### src/rtl/tipi_msg_sync.sv
// tipi_msg_sync: TI latch sampler, debounce filter, toggle decoder and byte FIFO.
// Optional TIPI_MSG_COUNT_EN adds a 16-bit pushed-byte counter output.
module tipi_msg_sync #(
  parameter int          FIFO_DEPTH = 16,
  parameter int          STABLE_CYC = 4,
  parameter logic [6:0]  CMD_DATA   = 7'h01,
  parameter logic [6:0]  CMD_RESET  = 7'h7F
) (
  input  logic                          clk,
  input  logic                          ti_reset,
  input  logic [7:0]                    rpi_d,
  input  logic [7:0]                    rpi_s,
  output logic [7:0]                    m_data,
  output logic                          m_valid,
  input  logic                          m_ready,
  output logic [7:0]                    ack_byte,
  output logic [$clog2(FIFO_DEPTH):0]   fifo_level,
  output logic                          busy
`ifdef TIPI_MSG_COUNT_EN
  ,
  output logic [15:0]                   byte_count
`endif
);

  localparam int AW = $clog2(FIFO_DEPTH);
  localparam int CW = $clog2(STABLE_CYC) + 1;

  typedef enum logic [2:0] {
    IDLE,
    DECODE,
    PUSH,
    FULL_WAIT,
    FLUSH
  } state_t;

  state_t state, state_n;

  logic [7:0]    d1, d2, s1, s2;
  logic [7:0]    sd, ss;
  logic [CW-1:0] cnt;
  logic          same;

  logic [AW:0]   wr_ptr, rd_ptr;
  logic [7:0]    mem [FIFO_DEPTH];
  logic          full, empty;
  logic          push, pop, flush;
  logic          ack_ld;
  logic          is_data, is_rst;

  assign same    = ({d1, s1} == {d2, s2});
  assign empty   = (wr_ptr == rd_ptr);
  assign full    = (wr_ptr[AW] != rd_ptr[AW]) &&
                   (wr_ptr[AW-1:0] == rd_ptr[AW-1:0]);
  assign m_valid = !empty;
  assign m_data  = mem[rd_ptr[AW-1:0]];
  assign push    = (state == PUSH);
  assign flush   = (state == FLUSH);
  assign pop     = m_valid && m_ready && !flush;
  assign is_data = (ss[7:1] == CMD_DATA);
  assign is_rst  = (ss[7:1] == CMD_RESET);
  assign busy    = (state != IDLE);
  assign fifo_level = wr_ptr - rd_ptr;

  // Two-flop sync, stability counter and stable copy (frozen while busy)
  always_ff @(posedge clk or negedge ti_reset) begin
    if (!ti_reset) begin
      d1  <= '0;
      d2  <= '0;
      s1  <= '0;
      s2  <= '0;
      sd  <= '0;
      ss  <= '0;
      cnt <= '0;
    end else begin
      d1 <= rpi_d;
      d2 <= d1;
      s1 <= rpi_s;
      s2 <= s1;
      if (!same)
        cnt <= '0;
      else if (cnt != CW'(STABLE_CYC - 1))
        cnt <= cnt + 1'b1;
      if (state == IDLE && same &&
          cnt >= CW'(STABLE_CYC - 2)) begin
        sd <= d2;
        ss <= s2;
      end
    end
  end

  // FSM state register
  always_ff @(posedge clk or negedge ti_reset) begin
    if (!ti_reset)
      state <= IDLE;
    else
      state <= state_n;
  end

  // Next-state and ack-load decode
  always_comb begin
    state_n = state;
    ack_ld  = 1'b0;
    unique case (state)
      IDLE: begin
        if (ss[0] != ack_byte[0])
          state_n = DECODE;
      end
      DECODE: begin
        unique case (1'b1)
          is_data: state_n = (!full || pop) ? PUSH : FULL_WAIT;
          is_rst:  state_n = FLUSH;
          default: begin
            ack_ld  = 1'b1;
            state_n = IDLE;
          end
        endcase
      end
      PUSH: begin
        ack_ld  = 1'b1;
        state_n = IDLE;
      end
      FULL_WAIT: begin
        if (!full || pop)
          state_n = PUSH;
      end
      FLUSH: begin
        ack_ld  = 1'b1;
        state_n = IDLE;
      end
      default: state_n = IDLE;
    endcase
  end

  // FIFO pointers and ack echo; flush overrides a same-cycle pop
  always_ff @(posedge clk or negedge ti_reset) begin
    if (!ti_reset) begin
      wr_ptr   <= '0;
      rd_ptr   <= '0;
      ack_byte <= '0;
    end else begin
      if (push)
        wr_ptr <= wr_ptr + 1'b1;
      if (flush)
        rd_ptr <= wr_ptr;
      else if (pop)
        rd_ptr <= rd_ptr + 1'b1;
      if (ack_ld)
        ack_byte <= ss;
    end
  end

  // FIFO storage, no reset needed
  always_ff @(posedge clk) begin
    if (push)
      mem[wr_ptr[AW-1:0]] <= sd;
  end

`ifdef TIPI_MSG_COUNT_EN
  // Pushed-byte counter, cleared by flush
  always_ff @(posedge clk or negedge ti_reset) begin
    if (!ti_reset)
      byte_count <= '0;
    else if (flush)
      byte_count <= '0;
    else if (push)
      byte_count <= byte_count + 16'd1;
  end
`endif

endmodule
### config.mk
export PLATFORM = sky130hd
export DESIGN_NAME = tipi_msg_sync
export DESIGN_NICKNAME = d
export VERILOG_FILES = /design/src/rtl/tipi_msg_sync.sv
export SDC_FILE = /design/constraint.sdc
export NUM_CORES = 1
export LEC_CHECK = 0
export CELL_PAD_IN_SITES_DETAIL_PLACEMENT = 0
export CELL_PAD_IN_SITES_GLOBAL_PLACEMENT = 1
export CORE_UTILIZATION = 28
export CTS_CLUSTER_DIAMETER = 30
export DETAILED_ROUTE_END_ITERATION = 6
export PLACE_DENSITY = 0.54
export SYNTH_ARGS = -nofsm -noshare
export SYNTH_HDL_FRONTEND = slang
export SYNTH_SLANG_ARGS = --single-unit
### constraint.sdc
create_clock -name clk -period 4.8 [get_ports clk]
set_input_delay 0.72 -clock clk [delete_from_list [all_inputs] [get_ports clk]]
set_output_delay 0.72 -clock clk [all_outputs]
set_load 0.01 [all_outputs]
==> impl_metrics.yaml <==
critical_path:
  crit_chain: "buf_4, mux4_2, mux4_2, clkdlybuf4s50_1"
  worstRegToRegCells: 3
  crit_path_end_kind: "output pin"
  startpoint: "rd_ptr[0]$_DFFE_PN0P_"
  r2r_start: "state[0]$_DFFE_PN0P_"
  critPathArrivalTime_ns: 3.08
  path_class: "reg -> out"
  cp-start-kind: "register"
  rr_endpoint: "mem[7][4]$_DFFE_PP_"
  path_max_fanout: 18
  critPathRequiredTime_ns: 4.08
  crit_slowest_cell: "dfrtp_2"
  max_stage_delay_ns: 0.75
  crit_path_end: "m_data[1]"
  rrSetupSlack_ns: 2.04
  path_common_cell: "mux4_2"
timing:
  maxSlewViolCount: 0
  rsz0062_at_grt: "no"
  maxSlewHeadroom_pct: 27.6
  worstMarginPinSlew_ns: 1.08
  fin_crit_sh_pct: 79.2
  min_period_ns: 3.80
  fmax_mhz: 263
  hold_viol_final: 0
  setup-violations-final: 0
  finalSetupTns_ns: 0
  finClkSkew_ns: 0.0118
  whs_ns: 0.390
layout:
  fin_area_um2: 9340
  diodes: 0
  area_growth_pct: 19.0
  final_layout_size_suffix_gt1_share_pct: 22.9
  instances_no_fill: 843
  fillCellCount: 2549
  nNetsFinal: 489
power:
  intPower_mw: 3.04
  pwr-share-comb_pct: 13.9
  power.switching_mw: 1.03
  irDropWorstVdd_mv: 0.174
  pwr-share-clk_pct: 38.5
  p_sw_share_pct: 25.4
  p_leak_nw: 3.09
  p_seq_share_pct: 47.6
  powerDensity_nw_per_um2: 436
drt:
  vias_per_cell: 4.33
  initialDrtViolationCount: 261
  first_pass_iters: 4
  drt_wl_total_mm: 15.6
  routedWlPerCell_um: 18.5
  ant_nets: 0
  num_vias: 3649
  drc_errors: 0
yosys:
  netlist_area_um2: 7850
  ys_types: 37
  synth.yosys.seq_area_share_pct: 71.9
  yosysWarnings: 0
  avgSynthCellArea_um2: 19.2
  yosys-top-cells-area: "edfxtp_1 49%, dfrtp_1 23%, mux4_2 11%"
  synth_top_area_share_pct: 48.9
  synth_nets: 439
  yosysTopAreaCell: "edfxtp_1"
  synthCells: 408
  synth-seq-cells: 200
grt:
  grt_max_degree: 73
  gr-total-overflow: 0
  grt_pass1_wl_mm: 24.5
  grt_use_met2_pct: 19.5
  grt_pass1_vias: 3946
  met1_usage_pct: 15.3
  grt_antenna_before_repair: 0
  grt_busiest_layer: "met2"
  use_met3_pct: 2.47
  track_usage_pct: 11.8
placement:
  placed_cells: 811
  place_area_um2: 8690
  gp_congestion: 0.729
  dpl.hpwl_mm: 9.92
  port_buffers: 41
cts:
  clk_pin_slew_worst_paths_ns: 0.07
  postCtsSetupRepairBufs: 0
  cts_buffer_depth: 2
  cts-root-buf: "clkbuf_16"
  htreeDepth: 4
  cts_sinks: 200
  holdBufCountCts: 0
  cts.repair.resized: 0
  cts_tree: "yes"
  clock_latency_ns: 0.43
  cts_buffers: 17
floorplan:
  die_area_um2: 28700
  core_area_um2: 27300
  ios: 42
  initial_core_util_pct: 28.8
  die_y_um: 169
  num_rows: 60
  chipWidth_um: 169
status:
  outcome: "finished clean"
min_path:
  hp-class: "reg -> reg"
flow_run:
  max_cap_viol_count: 0
==> metrics by stage <==
step / setup slack, ns / total power, mW / utilization [%]
floorplan: 2.06 / 2.34 / -
global placement: 1.42 / 2.55 / 31.9
detailed placement: 1.41 / 2.56 / 31.9
CTS: 0.909 / 4.13 / 34.3
global route: 0.806 / 4.24 / 34.3
finish: 0.999 / 4.07 / 34.3
==> cell type report <==
class                   count  area (µm²)  share of cell area [%]
clock buffers              17         425                    4.55
clock inverters            15         229                    2.45
inverters                  12        45.0                   0.482
multi-input cells         183        2100                    22.5
flip-flops and latches    200        5650                    60.4
well taps                 372         465                    4.98
repair buffers             44         430                    4.61
==> flip-flops by register name (all words and copies together), names as in the netlist <==
signal / cells
ack_byte: 8
d2: 8
s1: 8
cnt: 3
sd: 8
wr_ptr: 5
rd_ptr: 5
ss: 8
d1: 8
s2: 8
state: 3
mem: 128
==> synth_stat cells (all sizes together) <==
| cell type | number |
|---|---|
| edfxtp | 128 |
| dfrtp | 72 |
| mux4 | 40 |
| mux2 | 24 |
| xor2 | 21 |
| inv | 12 |
| ha | 11 |
| nor2 | 11 |
| xnor2 | 10 |
| and2 | 7 |
| clkbuf | 7 |
| nand2 | 7 |
| a21oi | 6 |
| and3 | 6 |
| buf | 6 |
| nor4 | 6 |
| o21ai | 6 |
| nor3b | 4 |
| nand4 | 3 |
| nor2b | 3 |
| nor3 | 3 |
| or3 | 3 |
| a21o | 2 |
| and4 | 2 |
| mux2i | 2 |
| nand3 | 2 |
| a41oi | 1 |
| fa | 1 |
| nand4b | 1 |
| or2 | 1 |
==> how the worst min path moves through the flow <==
stage                         start         endpoint  slack (ns)  cells after the start
finish              d1[6]$_DFF_PN0_  d2[6]$_DFF_PN0_        0.39                      0
global route        d1[6]$_DFF_PN0_  d2[6]$_DFF_PN0_        0.40                      0
CTS                 d1[6]$_DFF_PN0_  d2[6]$_DFF_PN0_        0.39                      0
detailed placement  d1[6]$_DFF_PN0_  d2[6]$_DFF_PN0_        0.38                      0
global placement    d1[6]$_DFF_PN0_  d2[6]$_DFF_PN0_        0.38                      0
floorplan           d1[0]$_DFF_PN0_  d2[0]$_DFF_PN0_        0.37                      0
==> placed cells by master (no fill, tap or decap), types with 10 or more instances in the layout <==
master and count:
edfxtp_1 128, dfrtp_1 71, ha_1 11, clkdlybuf4s50_1 40, xnor2_1 10, mux2_4 10
nor2_1 11, mux4_2 40, inv_1 11, xor2_1 21, clkbuf_16 17, mux2_2 14
==> power groups by stage <==
stage	combinational [mW]	sequential (mW)	clock, mW
2_1_floorplan	0.432	1.91	0
3_3_place_gp	0.572	1.98	0
3_5_place_dp	0.578	1.98	0
4_1_cts	0.580	1.94	1.61
5_1_grt	0.617	1.95	1.67
6_report	0.565	1.94	1.57
==> per-layer routing <==
layer	routed length, µm	vias to the layer above
li1	-	1685
met1	7130	1879
met2	7740	70
met3	484	15
met4	236	0
met5	0	-
==> worst max-delay path, delay by kind of cell (launching register included) <==
family | cells | cell delay [ns]
mux | 2 | 1.02
flops | 1 | 0.75
buf+inv | 2 | 0.86
==> cells by family (layout without fill, tap and decap cells) <==
family | Yosys count | count (layout) | synth area share, %
muxes | 66 | 66 | 15.6
buffers and inverters | 25 | 88 | 1.55
and+or+nand+nor | 59 | 59 | 4.29
adders and majority gates | 12 | 12 | 2.01
DFF | 200 | 200 | 71.9
xor gates and xnor gates | 31 | 31 | 3.46
AOI/OAI and AO/OA | 15 | 15 | 1.16
Power figures use the tool's default switching activity.
